### src/rtl/div_pkg.sv
// Shared constants and state encoding for the clocked restoring divider.
package div_pkg;

    localparam int DIV_WIDTH = 32;

    typedef enum logic [1:0] {
        IDLE = 2'd0,
        BUSY = 2'd1,
        DONE = 2'd2
    } div_state_t;

endpackage

### src/rtl/div_step.sv
// One restoring shift-subtract step: shift in the next dividend bit, try the subtract.
module div_step #(
    parameter int width = 32
) (
    input  logic [width-1:0] rem_in,
    input  logic             bit_in,
    input  logic [width-1:0] divisor,
    output logic [width-1:0] rem_out,
    output logic             q_bit
);

    logic [width:0] partial;
    logic [width:0] diff;

    // partial < 2*divisor whenever rem_in < divisor, so a clear MSB of diff means "fits"
    assign partial = {rem_in, bit_in};
    assign diff    = partial - {1'b0, divisor};
    assign q_bit   = ~diff[width];
    assign rem_out = q_bit ? diff[width-1:0] : partial[width-1:0];

endmodule

### src/rtl/div_clocked_32bit.sv
// Fixed-latency multi-cycle restoring divider (width steps + one writeback cycle, then ack).
// Optional signed support is enabled with the DIV_SIGNED_EN macro.
module div_clocked_32bit
    import div_pkg::*;
#(
    parameter int width = DIV_WIDTH
) (
    input  logic             clk,
    input  logic             rst,
    input  logic             req,
`ifdef DIV_SIGNED_EN
    input  logic             signed_op,
`endif
    input  logic [width-1:0] a,
    input  logic [width-1:0] b,
    output logic             ack,
    output logic [width-1:0] quotient,
    output logic [width-1:0] remainder
);

    localparam int CW = $clog2(width + 1);

    div_state_t       state, nxt_state;
    logic [CW-1:0]    cnt;
    logic [width-1:0] rem_q, dvd_q, dsr_q;
    logic [width-1:0] step_rem;
    logic             step_q;
    logic [width-1:0] mag_a, mag_b, q_fix, r_fix;

    div_step #(.width(width)) u_step (
        .rem_in  (rem_q),
        .bit_in  (dvd_q[width-1]),
        .divisor (dsr_q),
        .rem_out (step_rem),
        .q_bit   (step_q)
    );

`ifdef DIV_SIGNED_EN
    logic neg_a, neg_b, neg_q_q, neg_r_q;

    assign neg_a = signed_op & a[width-1];
    assign neg_b = signed_op & b[width-1];
    assign mag_a = neg_a ? -a : a;
    assign mag_b = neg_b ? -b : b;
    // divide by zero keeps the all-ones quotient; remainder -|a| restores a
    assign q_fix = neg_q_q ? -dvd_q : dvd_q;
    assign r_fix = neg_r_q ? -rem_q : rem_q;

    always_ff @(posedge clk) begin
        if (!rst) begin
            neg_q_q <= 1'b0;
            neg_r_q <= 1'b0;
        end else if (state == IDLE && req) begin
            neg_q_q <= (neg_a ^ neg_b) && (b != '0);
            neg_r_q <= neg_a;
        end
    end
`else
    assign mag_a = a;
    assign mag_b = b;
    assign q_fix = dvd_q;
    assign r_fix = rem_q;
`endif

    always_ff @(posedge clk) begin
        if (!rst) state <= IDLE;
        else      state <= nxt_state;
    end

    always_comb begin
        nxt_state = state;
        case (state)
            IDLE:    if (req) nxt_state = BUSY;
            BUSY:    if (cnt == '0) nxt_state = DONE;
            DONE:    nxt_state = IDLE;
            default: nxt_state = IDLE;
        endcase
    end

    always_comb begin
        ack = (state == DONE);
    end

    // dvd_q shifts the dividend out MSB-first while quotient bits shift in at the LSB
    always_ff @(posedge clk) begin
        if (!rst) begin
            cnt       <= '0;
            rem_q     <= '0;
            dvd_q     <= '0;
            dsr_q     <= '0;
            quotient  <= '0;
            remainder <= '0;
        end else begin
            case (state)
                IDLE: if (req) begin
                    cnt   <= CW'(width);
                    rem_q <= '0;
                    dvd_q <= mag_a;
                    dsr_q <= mag_b;
                end
                BUSY: if (cnt != '0) begin
                    rem_q <= step_rem;
                    dvd_q <= {dvd_q[width-2:0], step_q};
                    cnt   <= cnt - 1'b1;
                end else begin
                    quotient  <= q_fix;
                    remainder <= r_fix;
                end
                default: ;
            endcase
        end
    end

endmodule

### config.mk
export PLATFORM = sky130hd
export DESIGN_NAME = div_clocked_32bit
export DESIGN_NICKNAME = d
export VERILOG_FILES = /design/src/rtl/div_pkg.sv /design/src/rtl/div_step.sv /design/src/rtl/div_clocked_32bit.sv
export SDC_FILE = /design/constraint.sdc
export NUM_CORES = 1
export LEC_CHECK = 0
export BUFFER_PORTS_ARGS = -buffer_cell sky130_fd_sc_hd__buf_2
export CAP_MARGIN = 10
export CORE_MARGIN = 4
export CORE_UTILIZATION = 45
export CTS_CLUSTER_DIAMETER = 30
export DETAILED_ROUTE_END_ITERATION = 10
export HOLD_SLACK_MARGIN = 0.06
export PLACE_DENSITY = 0.77
export RECOVER_POWER = 25
export SYNTH_ARGS = -nofsm -noshare
export SYNTH_HDL_FRONTEND = slang
export SYNTH_SLANG_ARGS = --single-unit
### constraint.sdc
create_clock -name clk -period 2.8 [get_ports clk]
set_clock_uncertainty 0.2 [all_clocks]
set_input_delay 0.14 -clock clk [delete_from_list [all_inputs] [get_ports clk]]
set_output_delay 0.14 -clock clk [all_outputs]
set_load 0.005 [all_outputs]
### Yosys cells after proc, flatten, opt, wreduce, memory -nomap -nowiden

Index checks and enable logic that the tools add are counted.

| cells by class | value |
|---|---|
| add/subtract/negate cells | 2 |
| equal/unequal tests | 5 |
| muxes and demuxes | 13 |
| bitwise operators | 2 |
| reduce and logical (&&, ||, !) cells | 8 |

Operators with widths:

| kind | count |
|---|---|
| $mux 32 | 5 |
| $pmux 32 s2 | 2 |
| $sub 33x32->33 | 1 |
| $mux 6 | 2 |
| $pmux 6 s2 | 1 |
| $logic_not 6->1 | 1 |
| $ne 2x2->1 const B | 3 |
| $reduce_and 2->1 | 3 |
| $reduce_bool 6->1 | 1 |
| $sub 6x1->6 const B | 1 |
| $mux 2 | 2 |
| $pmux 2 s2 | 1 |
| $reduce_and 3->1 | 1 |
| $eq 2x1->1 const B | 1 |
| $eq 2x2->1 const B | 1 |
| $logic_not 2->1 | 1 |
| $not 1->1 | 2 |
| $reduce_bool 2->1 | 1 |

| storage, ports and cells | value |
|---|---|
| bits in registers | 168 |
| input port bits | 67 |
| output and inout port bits | 65 |
| logic and storage cells | 37 |

### Logic depth before layout (Yosys ltp)

Gate-level depths: netlist of run 1.

| depth | value |
|---|---|
| depth after elaboration | 4 |
| gate-level depth with buffers | 14 |

### By module

A second synthesis of run 1 with hierarchy kept.

| unflattened totals | value |
|---|---|
| cell total of the unflattened synthesis | 1107 |
| area total of the unflattened synthesis | 8798.4 um^2 |

By module, submodules not included:

| module | times used | cells an instance | area each (um^2) | sequential area each (um^2) |
|---|---|---|---|---|
| div_clocked_32bit | 1 | 802 | 6439.9 | 3363.2 |
| div_step | 1 | 305 | 2358.5 | 0.0 |

### Worst setup path after synthesis of run 1

Ideal clock, no wire load.

| timing path | value |
|---|---|
| path kind | flip-flop to flip-flop |
| start | register dvd_q[31] |
| end | register rem_q[12], in the netlist r_fix[12] |
| arrival | 2.728 ns |
| required time | 2.472 ns |
| slack | -0.256 ns |
| cell stages (with the launch flop) | 15 |
| buffers on the path | 1 |
| period minus slack after synthesis | 3.056 ns |
| cell sequence | dfxtp_1 > inv_1 > ha_1 > inv_1 > fa_1 > a21o_1 > a221oi_2 > o211ai_2 > o211ai_2 > a21oi_2 > mux2i_2 > nor2_4 > buf_6 > mux2i_1 > o21ai_1 |

| between the ends | value |
|---|---|
| cells in the longest elaborated chain, start to end | 4 |

RTL lines:

| what | line | source |
|---|---|---|
| start: declaration | div_clocked_32bit.sv:25 | `logic [width-1:0] rem_q, dvd_q, dsr_q;` |
| start signal: assignment | div_clocked_32bit.sv:98 | `dvd_q <= mag_a;` |
| start signal: assignment | div_clocked_32bit.sv:103 | `dvd_q <= {dvd_q[width-2:0], step_q};` |
| $sub 33x32->33 | div_step.sv:17 | `assign diff = partial - {1'b0, divisor};` |
| $mux 32 | div_step.sv:19 | `assign rem_out = q_bit ? diff[width-1:0] : partial[width-1:0];` |
| $mux 32 | div_clocked_32bit.sv:101 | `BUSY: if (cnt != '0) begin` |
| $pmux 32 s2 | div_clocked_32bit.sv:94 | `case (state)` |
| end signal: assignment | div_clocked_32bit.sv:102 | `rem_q <= step_rem;` |
| end: declaration | div_clocked_32bit.sv:25 |  |

No other way between the ends. The select of a mux whose other input is x is not followed.
A chain may end at the register's enable or synchronous reset.

### Final worst setup path of run 1

| timing path | value |
|---|---|
| start | register dvd_q[31] |
| end | register rem_q[0], in the netlist r_fix[0] |

| between the ends | value |
|---|---|
| cells in the longest elaborated chain, start to end | 4 |

RTL lines:

| what | line |
|---|---|
| $sub 33x32->33 | div_step.sv:17 |
| $mux 32 (*) | div_step.sv:19 |
| $mux 32 (*) | div_clocked_32bit.sv:101 |
| $pmux 32 s2 (*) | div_clocked_32bit.sv:94 |

Mark *: on every way between the ends. The rest lies on a longest branch, timed or not. The select of a mux whose other input is x is not followed.

==> summary.md, run 1 <==
| Metric | Value |
|---|---|
| Status | `complete, but fails checks` |
| Failing checks | `negative setup slack` |
| Worst Setup End Kind | `register` |
| Area grow syn2layout | `34.00%` |
| Post-layout min period | `3.129 ns` |
| Initial antenna violation count | `0` |
| RSZ-0062 raised after global routing | `yes` |
| Crit Path Max Fanout | `8` |
| Pre-CTS WS | `-0.2618 ns` |
| ANT nets after route | `0` |
| Drt initial violations | `473` |
| Drt pass-1 iters | `5` |
| Syn avg cell area | `8.055 sq um` |
| Top cell type's share of synthesized area | `42.01%` |
| Syn Inst Count | `994` |
| Die ar. | `19990 sq um` |
| Static leakage | `0.004539 uW` |
| First-pass GRT wire length | `36.33 mm` |
| Startpoint types | `register` |
| # H-tree levels | `4` |
| Ys flop type | `dfxtp_1` |
| Combinational Power Share | `31.2%` |
| Max-Cap Viols | `0` |
| Vias in the first global route | `7528` |
| Crit path required time | `2.92 ns` |
| Syn nets | `1096` |
| Synth Register Bits | `168` |
| Post-synthesis sequential area ratio | `42.01%` |
| Final hold vios | `0` |
| Final setup margin | `-0.3294 ns` |
| Placer Congestion | `0.9550` |
| Type of the most critical hold path | `reg2reg` |
| Root buf cell | `clkbuf_16` |
| Worst-Skew Late Latency | `0.43 ns` |
| Clock sinks | `168` |
| CTS buffer count | `17` |
| Nets@finish | `1335` |
| Cell Area, Synth | `8006 sq um` |
| Wire length per cell | `15.24 um` |
| Ant. Diodes | `0` |
| Ys Warns | `0` |
| Clk slew on worst S/H paths | `0.06 ns` |
| Crit path kind | `reg2reg` |
| Total track usage | `21.95%` |
| Initial Utilization | `46.13%` |
| Post-DR vias/cell | `5.300` |
| Vias | `7797` |
| Die H | `141.4 um` |
| Hold WS | `0.2509 ns` |
| Final Slew Violations | `0` |
| Clock Path Buffers | `2` |
| Dpl hpwl | `14.70 mm` |
| Setup TNS | `-7.922 ns` |
| PnR Total Power | `7766 uW` |
| Worst-margin pin slew | `0.8960 ns` |
| Maximum VDD drop | `0.4608 mV` |
| Largest net degree at the start of global routing | `70` |
| Net Sw Frac | `33.25%` |
| Leading area contributor after synthesis | `dfxtp_1` |
| Max Fclk | `319.5 MHz` |
| DRT Wirelength | `22.42 mm` |
| Pwr per Cell Area | `723.8 nW/um^2` |
| Final critical-path share of the clock period | `111.8%` |
| Flop pwr share | `36.8%` |
| Core ar. | `17360 sq um` |
| IO buf count | `131` |
| Fill cells | `1441` |
| CTS tree | `built` |
| Share of layout cells above drive strength 1 | `19.02%` |
| Switching power | `2583 uW` |
| Drt drc | `0` |
| Final setup viols | `33` |
| Die width | `141.4 um` |
| Synth async-reset ratio | `0%` |
| Dominant cells by area after synthesis | `dfxtp_1, nand2_1, a21oi_1` |
| Placement Rows | `48` |
| Io pins | `132` |
| Clock Power Share | `32.1%` |
| Post-synth EDFFs | `0` |
| Post-synth cell types | `54` |
| Relative slew slack | `40.12%` |
| Internal power | `5184 uW` |
| Worst Path Arrival | `3.25 ns` |
| GRT Residual Overflow | `0` |
| Final core occ | `61.82%` |
## state kept, by name, summed over array words and instances, names as in the netlist
register,flops
dsr_q,32
dvd_q,32
quotient,32
r_fix,32
remainder,32
cnt,6
state,2
## per-stage QoR
step,cell area [sq um],cells
final,10730,1471
after global routing,10730,1471
after CTS,10650,1466
after detailed placement,9309,1365
after global placement,9309,1365
after floorplan,8035,994
## worst max-delay path: stages, from the launching register on
cell and delay, ns:
dfxtp_2 0.32, inv_2 0.06, ha_4 0.13, inv_2 0.03
fa_2 0.33, a21o_1 0.20, a221oi_4 0.27, o211ai_2 0.17
o211ai_2 0.24, a21oi_2 0.11, mux2i_2 0.26, nor2_4 0.06
buf_12 0.15, clkbuf_16 0.16, mux2i_1 0.12, a22o_1 0.20
## final timing paths
kind / cells past startpoint / start / slack [ns] / to
setup / recovery: 15 / dvd_q[31] / -0.33 / r_fix[0]
hold / removal: 2 / remainder[29] / 0.25 / remainder[29]
setup reg to reg: 15 / dvd_q[31] / -0.33 / r_fix[0]
hold reg to reg: 2 / remainder[29] / 0.25 / remainder[29]
## power by group through the flow
stage / clock network, uW / logic (uW) / registers (uW)
floorplan: 0 / 1560 / 2860
global placement: 0 / 2170 / 2890
detailed placement: 0 / 2220 / 2900
CTS: 2520 / 2340 / 2850
global route: 2610 / 2670 / 2900
finish: 2490 / 2420 / 2860
## cells by family after synthesis
| logic type | synth area share, % |
|---|---|
| buffers and inverters | 4.813 |
| XOR/XNOR | 3.391 |
| AO/OA/AOI/OAI | 19.96 |
| adder cells (fa/ha/maj) | 5.563 |
| flip-flops | 42.01 |
| AND/OR/NAND/NOR | 17.47 |
| multiplexers | 6.798 |
## cell type report
cell class | instances | area, sq um | share of cell area (%)
repair buffers | 275 | 1937 | 18.05
flip-flops and latches | 168 | 3366 | 31.37
clock buffers | 22 | 484.2 | 4.513
well taps | 225 | 281.5 | 2.624
clock inverters | 10 | 141.4 | 1.318
multi-input cells | 730 | 4363 | 40.66
inverters | 41 | 156.4 | 1.458
## per-layer routing
metal	routed length, um	vias up	global-route usage (%)
met1	9871	3650	27.59
met4	547	0	7.626
met3	1101	49	3.977
met2	10900	231	37.90
met5	0	-	0
li1	-	3867	-
## repair_timing
action	4_1_cts	5_1_grt
gates resized for setup	7	9
cloned	0	2
buffers inserted	3	4
pin swaps	1	8
endpoints found under the setup margin	33	33
endpoints found under the hold margin	68	0
hold buffers	66	0
## Yosys cell counts, types with 4 or more instances
library cell	count
and3_1	5
inv_1	40
nor2_1	60
o21ai_1	20
a21oi_1	119
dfxtp_1	168
nor2b_1	7
xnor2_1	16
clkbuf_1	49
o21bai_1	4
a21o_1	12
xor2_1	15
nand3_1	5
o21a_1	4
a31oi_1	12
nand2b_1	8
nor3_1	5
nand2_1	246
a2bb2oi_1	11
mux2i_1	53
ha_1	34
a211oi_1	33
o21ai_0	25
## placed cells by master, fill, tap and decap left out, types with 14 or more instances in the layout
cell type	netlist	layout
nor2_1	60	58
clkbuf_1	49	33
clkbuf_16	0	19
o21ai_1	20	31
buf_4	0	72
mux2i_1	53	52
inv_1	40	38
a211oi_1	33	33
o21ai_0	25	14
xnor2_1	16	16
xor2_1	15	15
dfxtp_1	168	166
ha_1	34	33
buf_2	1	98
a21oi_1	119	118
nand2_1	246	245
dlygate4sd3_1	0	66
No activity file was read; power rests on OpenSTA's default activity.
==> inputs of run 2 (changes only) <==
Settings changed: PLACE_DENSITY 0.77 to 0.76, SYNTH_HIERARCHICAL from default to 1.
==> run 2 against run 1 <==
The run still ends with negative setup slack left. Via count rose by 12%. Non-clock buffer count increased by 61. Die area grew 9.3%. Hold slack worse by 0.15 ns. Area after synthesis up 9.9%. Combinational power grew to 3.2 times the previous value. Register-to-register slack got worse by 0.19 ns. Critical path type unchanged. Largest power group is now combinational logic.
==> summary.md, run 2 <==
| Metric | Value |
|---|---|
| Largest net degree at the start of global routing | `200 (+190%)` |
| GRT Residual Overflow | `0 (unchanged)` |
| Share of layout cells above drive strength 1 | `22.39% (+3.4 points)` |
| Vias in the first global route | `8423 (+12%)` |
| Crit path required time | `2.90 ns (-0.02 ns)` |
| Final hold vios | `0 (unchanged)` |
| Final setup viols | `33 (unchanged)` |
| Drt initial violations | `591 (+25%)` |
| Area grow syn2layout | `34.00% (about the same)` |
| Clock Path Buffers | `2 (unchanged)` |
| Post-synth EDFFs | `0 (unchanged)` |
| Switching power | `5436 uW (+110%)` |
| Internal power | `7790 uW (+50%)` |
| Post-synth cell types | `72 (+33%)` |
| Core ar. | `18960 sq um (+9.2%)` |
| Dpl hpwl | `15.10 mm (+2.7%)` |
| Post-layout min period | `3.315 ns (+0.1853 ns)` |
| Commonest non-fill, non-tap cell in the layout | `nand2_1` |
| Die width | `147.8 um (+4.6%)` |
| Final setup margin | `-0.5147 ns (-0.1853 ns)` |
| Syn Inst Count | `1107 (+11%)` |
| Max-Cap Viols | `0 (unchanged)` |
| Pre-CTS WS | `-0.5541 ns (-0.2923 ns)` |
| Die H | `147.8 um (+4.6%)` |
| Initial antenna violation count | `0 (unchanged)` |
| Total track usage | `21.60% (-0.35 points)` |
| Relative slew slack | `46.79% (+6.7 points)` |
| Ant. Diodes | `0 (unchanged)` |
| First-pass GRT wire length | `39.92 mm (+9.9%)` |
| Static leakage | `0.004946 uW (+9.0%)` |
| Status | `complete, but fails checks` |
| Setup TNS | `-14.88 ns (-6.963 ns)` |
| Post-DR vias/cell | `5.304 (about the same)` |
| Maximum VDD drop | `0.6657 mV (+44%)` |
| Die ar. | `21850 sq um (+9.3%)` |
| Drt drc | `0 (unchanged)` |
| Wire length per cell | `14.48 um (-5.0%)` |
| Most frequent cell after synthesis | `nand2_1` |
| Initial Utilization | `46.42% (+0.29 points)` |
| Worst-margin pin slew | `0.7982 ns (-0.09783 ns)` |
| Worst Setup End Kind | `register` |
| Synth async-reset ratio | `0% (unchanged)` |
| Startpoint types | `register` |
| Post-synth top cells | `nand2_1, dfxtp_1, o21ai_0, nand3_1, a21oi_1` |
| Nets@finish | `1478 (+11%)` |
| Failing checks | `negative setup slack` |
| Type of the most critical hold path | `in2reg` |
| Clock Power Share | `17.5% (-15 points)` |
| IO buf count | `131 (unchanged)` |
| ANT nets after route | `0 (unchanged)` |
| Clk slew on worst S/H paths | `0.08 ns (+0.02 ns)` |
| Commonest cells after routing, fill and taps aside | `nand2_1, dfxtp_1, buf_4` |
| Placement Rows | `50 (+4.2%)` |
| Pwr per Cell Area | `1122 nW/um^2 (+55%)` |
| Dominant cells by area after synthesis | `dfxtp_1, nand2_1, o21ai_0` |
| Worst-Skew Late Latency | `0.43 ns (about the same)` |
| Final critical-path share of the clock period | `118.4% (+6.6 points)` |
| Max Fclk | `301.7 MHz (-5.6%)` |
| Crit Path Max Fanout | `12 (+4)` |
| Dpl cell area | `10210 sq um (+9.7%)` |
| Post-synthesis sequential area ratio | `38.23% (-3.8 points)` |
| Ys flop type | `dfxtp_1` |
| Worst Path Arrival | `3.42 ns (+0.17 ns)` |
| Drt pass-1 iters | `5 (unchanged)` |
| Finished Layout Cells | `1649 (+12%)` |
| # H-tree levels | `4 (unchanged)` |
| Syn avg cell area | `7.948 sq um (-1.3%)` |
| Placer Congestion | `0.9161 (-4.1%)` |
| Top cell type's share of synthesized area | `38.23% (-3.8 points)` |
| Crit path kind | `reg2reg` |
| Syn nets | `1209 (+10%)` |
| Vias | `8746 (+12%)` |
| Leading area contributor after synthesis | `dfxtp_1` |
| PnR Total Power | `13230 uW (+70%)` |
| Synth Register Bits | `168 (unchanged)` |
| Root buf cell | `clkbuf_16` |
| RSZ-0062 raised after global routing | `yes` |
| Clock sinks | `168 (unchanged)` |
| Final instance area | `11790 sq um (+9.9%)` |
| Fill cells | `1656 (+15%)` |
| Io pins | `132 (unchanged)` |
| Combinational Power Share | `58.7% (+28 points)` |
| Net Sw Frac | `41.10% (+7.8 points)` |
| CTS tree | `built` |
| Flop pwr share | `23.8% (-13 points)` |
| Reg-to-reg slack, setup | `-0.51 ns (-0.19 ns)` |
| CTS buffer count | `17 (unchanged)` |
| DRT Wirelength | `23.87 mm (+6.5%)` |
| Placed cell count | `1521 (+11%)` |
| Cell Area, Synth | `8798 sq um (+9.9%)` |
| Ys Warns | `6 (+6)` |
| Final Slew Violations | `0 (unchanged)` |
==> run 2: repair_timing <==
action                                  in CTS  in global routing
resized for setup                           23                  6
endpoints found under the setup margin      33                 40
hold endpoints to repair                    65                  0
buffers inserted                             4                  3
hold buffers                                89                  0
gates cloned                                 2                  0
pin swaps                                    3                  6
==> run 2: path summary, 6_finish.rpt <==
| path | end | start | cells past startpoint |
|---|---|---|---|
| setup / recovery | r_fix[10] | dvd_q[31] | 15 |
| hold / removal | dvd_q[1] | rst | 3 |
| hold reg to reg | remainder[5] | remainder[5] | 2 |
| setup reg to reg | r_fix[10] | dvd_q[31] | 15 |
==> run 2: final cells by class <==
cell class / count / area (sq um) / share of cell area [%]
Multi-Input combinational cell: 814 / 4910 / 41.64
Sequential cell: 168 / 3364 / 28.54
Timing Repair Buffer: 336 / 2446 / 20.75
Clock buffer: 17 / 425.4 / 3.608
Tap cell: 260 / 325.3 / 2.759
Inverter: 38 / 158.9 / 1.348
Clock inverter: 15 / 148.9 / 1.263
Timing Repair inverter: 1 / 11.26 / 0.09551
==> run 2: logic make-up after synthesis <==
logic type	after synthesis	share of synthesized area, %
AND/OR/NAND/NOR	456	23.54
AO/OA/AOI/OAI	270	19.01
flip-flops	168	38.23
buffers and inverters	125	7.238
adder cells (fa/ha/maj)	35	5.063
XOR/XNOR	27	2.688
multiplexers	26	4.238
==> run 2: per-stage QoR <==
stage	utilization [%]	hold slack, ns
3_5_place_dp	53.86	0.1863
4_1_cts	62.11	0.08594
6_report	62.20	0.1033
5_1_grt	62.20	0.1411
2_1_floorplan	-	0.07596
3_3_place_gp	53.86	0.1808
==> run 2: worst max-delay path, cell delays in order, from the launching register on <==
cell	delay, ns
dfxtp_2	0.34
inv_2	0.05
ha_4	0.16
fa_2	0.34
and2b_2	0.24
o2111ai_2	0.12
a21oi_2	0.21
o2111ai_2	0.14
a211oi_2	0.29
nor2_4	0.07
mux2i_4	0.20
and2_4	0.23
inv_8	0.16
mux2_4	0.31
nand2_1	0.05
o21ai_0	0.08
==> run 2: metal layers <==
metal,up-vias,routed length [um],track usage (%)
met1,4059,10750,28.39
met2,245,11390,36.45
li1,4410,-,-
met4,0,330,5.497
met5,-,0,0
met3,32,1402,4.445
==> run 2: power groups by stage <==
stage	registers, uW	logic [uW]	clock network, uW
after CTS	3140	7600	2360
after detailed placement	3190	6910	0
final	3150	7760	2320
after floorplan	3140	5410	0
after global routing	3210	8420	2470
after global placement	3180	6790	0
